**config.mk**
```make
export PLATFORM = sky130hd
export DESIGN_NAME = score_counter
export DESIGN_NICKNAME = d
export VERILOG_FILES = /design/src/rtl/score_counter_pkg.sv /design/src/rtl/bcd_inc3.sv /design/src/rtl/score_counter.sv
export SDC_FILE = /design/constraint.sdc
export NUM_CORES = 1
export LEC_CHECK = 0
export CAP_MARGIN = 20
export CORE_UTILIZATION = 40
export CTS_BUF_LIST = sky130_fd_sc_hd__clkbuf_16
export DETAILED_ROUTE_END_ITERATION = 10
export HOLD_SLACK_MARGIN = 0.05
export PLACE_DENSITY = 0.67
export SYNTH_ARGS = -nofsm -noshare
export SYNTH_HDL_FRONTEND = slang
export SYNTH_SLANG_ARGS = --single-unit
```
**constraint.sdc**
```tcl
create_clock -name i_clk -period 2.4 [get_ports i_clk]
set_input_delay 0.72 -clock i_clk [delete_from_list [all_inputs] [get_ports i_clk]]
set_output_delay 0.72 -clock i_clk [all_outputs]
set_load 0.05 [all_outputs]
```
**src/rtl/score_counter_pkg.sv**
```systemverilog
// Shared game definitions for the score counter: FSM state encoding and BCD layout.
package score_counter_pkg;

    typedef enum logic [1:0] {
        ST_IDLE      = 2'd0,
        ST_HELD      = 2'd1,
        ST_GAME_OVER = 2'd2
    } state_e;

    localparam int BCD_DIGIT_W = 4;
    localparam int BCD_DIGITS  = 3;
    localparam int BCD_W       = BCD_DIGIT_W * BCD_DIGITS;

    function automatic logic [7:0] max8(input logic [7:0] a, input logic [7:0] b);
        return (a > b) ? a : b;
    endfunction

endpackage

```
**src/rtl/bcd_inc3.sv**
```systemverilog
// Three-digit BCD +1 with a ripple carry; 999 wraps to 000 (never reached with an 8-bit score).
module bcd_inc3
    import score_counter_pkg::*;
(
    input  logic [BCD_W-1:0] bcd_i,
    output logic [BCD_W-1:0] bcd_o
);

    logic [BCD_DIGITS-1:0] carry;

    assign carry[0] = 1'b1;

    for (genvar i = 0; i < BCD_DIGITS; i++) begin : g_digit
        logic [BCD_DIGIT_W-1:0] dig;
        logic                   at_nine;

        assign dig     = bcd_i[i*BCD_DIGIT_W +: BCD_DIGIT_W];
        assign at_nine = (dig == 4'd9);
        assign bcd_o[i*BCD_DIGIT_W +: BCD_DIGIT_W] =
            !carry[i] ? dig : (at_nine ? 4'd0 : dig + 4'd1);

        if (i < BCD_DIGITS - 1) begin : g_carry
            assign carry[i+1] = carry[i] & at_nine;
        end
    end

endmodule

```
**src/rtl/score_counter.sv**
```systemverilog
// Frame-paced score counter: hold-to-score FSM with saturating binary/BCD score and high score.
module score_counter
    import score_counter_pkg::*;
#(
    parameter int HOLD_FRAMES = 8,
    parameter int MAX_SCORE   = 255
) (
    input  logic         i_clk,
    input  logic         i_rst_n,
    input  logic         i_frame_tick,
    input  logic         i_move,
    input  logic         i_collision,
    input  logic         i_restart,
    output logic [7:0]   o_score,
    output logic [11:0]  o_bcd,
    output logic [7:0]   o_high_score,
    output logic         o_game_over,
    output logic         o_score_tick
);

    localparam int                HOLD_W    = (HOLD_FRAMES > 1) ? $clog2(HOLD_FRAMES) : 1;
    localparam logic [HOLD_W-1:0] HOLD_LAST = HOLD_W'(HOLD_FRAMES - 1);
    localparam logic [7:0]        SCORE_MAX = 8'(MAX_SCORE);

    state_e              state_q, state_d;
    logic [HOLD_W-1:0]   hold_q, hold_d;
    logic [7:0]          score_q, score_d;
    logic [BCD_W-1:0]    bcd_q, bcd_d, bcd_inc;
    logic [7:0]          high_q, high_d;
    logic                tick_q, tick_d;
    logic                game_over_q, game_over_d;
    logic                move_meta_q, move_sync_q;
    logic                inc;

    bcd_inc3 u_bcd_inc (
        .bcd_i (bcd_q),
        .bcd_o (bcd_inc)
    );

    always_comb begin
        state_d     = state_q;
        hold_d      = hold_q;
        score_d     = score_q;
        bcd_d       = bcd_q;
        high_d      = high_q;
        tick_d      = 1'b0;
        inc         = 1'b0;

        // Collision is checked first so it beats a coincident incrementing tick.
        case (state_q)
            ST_IDLE: begin
                if (i_collision) begin
                    state_d = ST_GAME_OVER;
                end else if (i_frame_tick && move_sync_q) begin
                    state_d = ST_HELD;
                    hold_d  = '0;
                    inc     = 1'b1;
                end
            end
            ST_HELD: begin
                if (i_collision) begin
                    state_d = ST_GAME_OVER;
                end else if (i_frame_tick) begin
                    if (!move_sync_q) begin
                        state_d = ST_IDLE;
                    end else if (hold_q == HOLD_LAST) begin
                        hold_d = '0;
                        inc    = 1'b1;
                    end else begin
                        hold_d = hold_q + HOLD_W'(1);
                    end
                end
            end
            ST_GAME_OVER: begin
                if (i_restart) begin
                    state_d = ST_IDLE;
                    hold_d  = '0;
                    score_d = '0;
                    bcd_d   = '0;
                end
            end
            default: state_d = ST_IDLE;
        endcase

        // Binary and BCD move together so the two views never disagree.
        if (inc && (score_q < SCORE_MAX)) begin
            score_d = score_q + 8'd1;
            bcd_d   = bcd_inc;
            tick_d  = 1'b1;
        end

        if ((state_d == ST_GAME_OVER) && (state_q != ST_GAME_OVER)) begin
            high_d = max8(high_q, score_q);
        end

        game_over_d = (state_d == ST_GAME_OVER);
    end

    always_ff @(posedge i_clk) begin
        if (!i_rst_n) begin
            state_q     <= ST_IDLE;
            hold_q      <= '0;
            score_q     <= '0;
            bcd_q       <= '0;
            high_q      <= '0;
            tick_q      <= 1'b0;
            game_over_q <= 1'b0;
            move_meta_q <= 1'b0;
            move_sync_q <= 1'b0;
        end else begin
            state_q     <= state_d;
            hold_q      <= hold_d;
            score_q     <= score_d;
            bcd_q       <= bcd_d;
            high_q      <= high_d;
            tick_q      <= tick_d;
            game_over_q <= game_over_d;
            move_meta_q <= i_move;
            move_sync_q <= move_meta_q;
        end
    end

    assign o_score      = score_q;
    assign o_bcd        = bcd_q;
    assign o_high_score = high_q;
    assign o_game_over  = game_over_q;
    assign o_score_tick = tick_q;

endmodule

```
Yosys cells after proc, flatten, opt, wreduce, memory -nomap -nowiden

Cells that the tools add are included.

Magnitude comparators: 2
$add $sub $neg: 5
Reduce and logical (&&, ||, !) cells: 12
Bitwise operators: 2
Eq/ne operators: 16
Multiplexer cells: 34

Operators by type and width:

| kind                                                  | count |
|---|---|
| two-way mux 12 bit                                    | 3 |
| two-way mux 8 bit                                     | 3 |
| two-way mux 3 bit                                     | 7 |
| two-way mux 4 bit                                     | 5 |
| inequality test 2 bit, second input constant          | 7 |
| adder 4 x 1 -> 4 bit, second input constant           | 3 |
| equality test 4 bit, second input constant            | 3 |
| two-way mux 2 bit                                     | 6 |
| case mux 3 bit (3 select lines)                       | 1 |
| adder 8 x 1 -> 8 bit, second input constant           | 1 |
| > comparator 8 bit                                    | 1 |
| < comparator 8 bit, second input constant             | 1 |
| two-way mux 1 bit                                     | 7 |
| AND reduction 7 bit                                   | 1 |
| case mux 2 bit (3 select lines)                       | 1 |
| AND reduction 3 bit                                   | 2 |
| equality test 2 bit, second input constant            | 2 |
| inequality test 2 x 1 -> 1 bit, second input constant | 2 |
| AND reduction 2 bit                                   | 2 |
| nonzero test 2 bit                                    | 2 |
| adder 3 x 1 -> 3 bit, second input constant           | 1 |
| equality test 3 bit, second input constant            | 1 |
| logical AND 1 bit                                     | 3 |
| nonzero test 3 bit                                    | 1 |
| other kinds (5)                                       | 5 |

Output and inout bits: 30
Bits of input ports: 6
Word-level logic and storage cells: 82
Register bits: 37

Logic depth before layout (Yosys ltp)

Depth after elaboration: 9
Mapped depth: 8
Depth with buffers taken out: 7

Modules after synthesis

Synthesis repeated with hierarchy kept, for this count alone.

Cell total of the unflattened synthesis: 218
Area total of the unflattened synthesis: 1985.7 um2

By module, submodules not included:

| module        | seq. area each (um2) | cells each | instances | area an instance (um2) |
|---|---|---|---|---|
| score_counter | 740.7                | 180        | 1         | 1699.1 |
| bcd_inc3      | 0.0                  | 38         | 1         | 286.5 |

Worst setup path after synthesis

Ideal clock, no wire load.

Path type: register -> register
From: register score_q[2] (netlist: o_score[2])
To: register high_q[0] (netlist: o_high_score[0])
Stages on the path, launching flop included: 8
Period minus slack after synthesis: 2.319 ns
Buffers on the path: 0
Arrival time: 2.186 ns
Path slack: 0.081 ns
Setup time: 0.133 ns
Required time: 2.267 ns
Path through: dfxtp_1 -> inv_1 -> ha_1 -> a21o_1 -> a221o_1 -> a21oi_1 -> a41oi_4 -> mux2i_1

Word-level cells in the longest chain between the ends: 3

RTL lines:

| item                                 | line                    | RTL |
|---|---|---|
| start, declared                      | score_counter.sv:27     | `logic [7:0] score_q, score_d;` |
| start signal, assigned               | score_counter.sv:113    | `score_q <= score_d;` |
| > comparator 8 bit                   | score_counter_pkg.sv:15 | `return (a > b) ? a : b;` |
| inverter 1 bit (no source line)      | --                      |  |
| AND reduction 2 bit (no source line) | --                      |  |
| end signal, assigned                 | score_counter.sv:115    | `high_q <= high_d;` |
| end, declared                        | score_counter.sv:29     | `logic [7:0] high_q, high_d;` |

Every way passes these cells.
A chain may end at the register's enable or synchronous reset.

Worst setup path in the final report

From: register score_q[0] (netlist: o_score[0])
To: output o_score[0]

RTL lines:

| item          | line                | RTL |
|---|---|---|
| end, declared | score_counter.sv:14 | `output logic [7:0] o_score,` |

No word-level cell between the ends.

==> results.py <==
metrics = {
    "layout": {
        "final_common_cell": "dfxtp_1",
        "layout_common_cells": "dfxtp_1, clkdlybuf4s50_1, nand2_1",
        "syn_to_final_growth_pct": 28.42,
        "fin_cells": 345,
        "drive_above_1_share": 0.08633,
        "utilization": 0.5445,
        "fin_nets": 300,
        "diodes": 0,
        "fillCellCount": 482,
    },
    "synthesis": {
        "syn_inst": 235,
        "synth_edf_count": 0,
        "synth.top_cell.area_share": 0.3603,
        "yosysTopAreaCell": "dfxtp_1",
        "synth_ff_type": "dfxtp_1",
        "yosysWarnings": 0,
        "synth_area_per_cell_um2": 8.748,
        "synth_area_leaders": "dfxtp_1, ha_1, nand2_1, mux2i_1, nor2_1",
        "yosysSeqAreaShare": 0.3603,
        "synth-async-reset-ratio": 0,
        "synth_fp_nets": 258,
        "ys_types": 52,
        "syn-cell-area_mm2": 0.002056,
        "ys_seq_elements": 37,
    },
    "setup_path": {
        "crit_buf_inv": 1,
        "r2r_cells": 7,
        "path_delay_family": "buffers and inverters",
        "slowest_stage": "clkdlybuf4s50_1",
        "path_class": "reg -> out",
        "crit_path_max_incr_delay_ns": 0.86,
        "timing.rr.end": "o_high_score[4]",
        "cp.required_ns": 1.68,
        "worstPathCellList": "clkdlybuf4s50_1",
        "crit_fanout": 8,
        "arrival_ns": 1.62,
        "crit_path_end_kind": "output port",
        "reg2reg_from": "o_score[2]",
        "start_kind": "flip-flop",
        "r2r_slack_ns": 0.28,
    },
    "run_status": {
        "status": "completed",
    },
    "run": {
        "drv_cap": 0,
    },
    "clocking": {
        "clkLatencyLatePin_ns": 0.28,
        "post_cts_buffers": 0,
        "cts_root_buf": "clkbuf_16",
        "cts.path.max_buffers": 2,
        "path_clk_slew_ns": 0.05,
        "cts_tree": "built",
        "cts_sinks": 37,
        "cts_buffers": 5,
        "hold_buffers": 0,
        "cts_max_level": 2,
        "cts_resized": 0,
    },
    "pwr": {
        "max-vdd-ir-drop_uv": 278.6,
        "cellPowerDensity_mw_per_mm2": 502.2,
        "total_power_w": 0.001326,
        "leakagePower_nw": 1.021,
    },
    "placement": {
        "routabilityCongestion": 0.8013,
        "port_buffers": 35,
        "dpl.cell_count": 337,
        "hpwl_um": 3090,
    },
    "global_routing": {
        "grt_pass1_vias": 1592,
        "grt_overflow": 0,
        "grt_max_degree": 44,
        "grt_pass1_wl_um": 7507,
        "antenna_found_initial": 0,
        "grt_usage": 0.1813,
    },
    "drt": {
        "drt-wirelength-per-cell_um": 12.76,
        "vias": 1787,
        "first_pass_iters": 4,
        "vias_per_cell": 5.180,
        "remaining_drc_errors": 0,
        "wirelength_um": 4403,
        "drt-initial-drc-count": 90,
        "postRouteAntennaNets": 0,
    },
    "timing": {
        "min_period_ns": 2.336,
        "finalCritPeriodShare": 0.9733,
        "worst_slew_pin_slew_ns": 0.4999,
        "drv_slew": 0,
        "hold_viol_final": 0,
        "rsz0062_at_grt": "false",
        "fmax_ghz": 0.4281,
        "finalSetupViolations": 0,
        "clock_skew_ns": 0.003809,
        "whs_ns": 0.4340,
        "finalSetupTns_ns": 0,
        "slew_headroom": 0.6657,
    },
    "die": {
        "pin_count": 36,
        "core_area_mm2": 0.004848,
        "start_util": 0.4240,
        "dieArea_mm2": 0.005430,
        "die_h_um": 73.69,
        "die_x_um": 73.69,
        "rows": 25,
    },
    "min_path": {
        "holdPathEnd": "move_sync_q",
        "whs_path_depth": 1,
        "holdCritPathClass": "reg -> reg",
        "hp-start": "move_meta_q",
    },
}
[how the worst max path moves through the flow]
stage | start | to | slack, ns | cells past startpoint
2_1_floorplan | o_score[2] | o_high_score[0] | 0.08 | 7
3_3_place_gp | i_collision | o_bcd[7] | 0.04 | 6
3_5_place_dp | i_collision | o_bcd[7] | 0.01 | 6
4_1_cts | o_score[0] | o_score[0] | 0.06 | 1
5_1_grt | o_score[0] | o_score[0] | 0.02 | 1
6_report | o_score[0] | o_score[0] | 0.06 | 1
[per-stage QoR]
step | worst slack, ns | instance area, um^2
2_1_floorplan | 0.08112 | 2056
3_3_place_gp | 0.03918 | 2502
3_5_place_dp | 0.01015 | 2502
4_1_cts | 0.06356 | 2640
5_1_grt | 0.01935 | 2640
6_report | 0.06417 | 2640
[power breakdown]
part	switching, W	leakage [nW]	internal, W	total (W)
Clock	0.000240	0.0687	0.000375	0.000615
Sequential	0.00000467	0.299	0.000620	0.000624
Combinational	0.0000504	0.654	0.0000362	0.0000866
Total	0.000295	1.02	0.00103	0.00133
[state kept, by name, summed over array words and instances (netlist names)]
| register | flops |
|---|---|
| hold_q | 3 |
| move_meta_q | 1 |
| move_sync_q | 1 |
| o_bcd | 12 |
| o_game_over | 1 |
| o_high_score | 8 |
| o_score | 8 |
| o_score_tick | 1 |
| state_q | 2 |
[worst register-to-register path: stages (launching register included)]
cell	delay, ns
dfxtp_1	0.46
inv_1	0.14
ha_1	0.33
a21o_1	0.18
a221o_1	0.34
a21oi_1	0.24
a41oi_4	0.13
mux2i_1	0.18
[per-layer routing]
| layer | up-vias | part of all wire | global-route usage |
|---|---|---|---|
| met2 | 42 | 0.44 | 0.2824 |
| li1 | 919 | - | - |
| met1 | 820 | 0.50 | 0.2423 |
| met5 | - | 0 | 0 |
| met3 | 6 | 0.044 | 0.05075 |
| met4 | 0 | 0.012 | 0.05556 |
[Yosys cell counts, types with 3 or more instances]
library cell   n
nand3b_1       4
nand4b_1       3
buf_2          3
o22ai_1        3
o211ai_1       4
mux2i_1        9
and2_1         5
inv_1         16
nor2b_1        5
and3_1         4
o21ai_1        3
ha_1          17
nand2_1       32
a31oi_1        3
nand3_1       11
a21oi_1        7
nor2_1        19
nor3_1         5
dfxtp_1       37
o21ai_0        5
clkbuf_1       4
[final cells by class]
type                    count  area, um^2  share of cell area
inverters                  16       60.06             0.02275
clock inverters             3       12.51            0.004739
clock buffers               5       125.1             0.04739
repair buffers             44       415.4              0.1573
well taps                  67       83.83             0.03175
flip-flops and latches     37       740.7              0.2806
multi-input cells         173        1202              0.4554
[cells by family after synthesis]
| kind of cell | synth area share |
|---|---|
| flip-flops | 0.3603 |
| multiplexers | 0.04382 |
| AO/OA/AOI/OAI | 0.1723 |
| buffers and inverters | 0.05477 |
| AND/OR/NAND/NOR | 0.2611 |
| adder cells (fa/ha/maj) | 0.1035 |
| XOR/XNOR | 0.004261 |
Note: power is estimated with default switching activity, not from simulation.
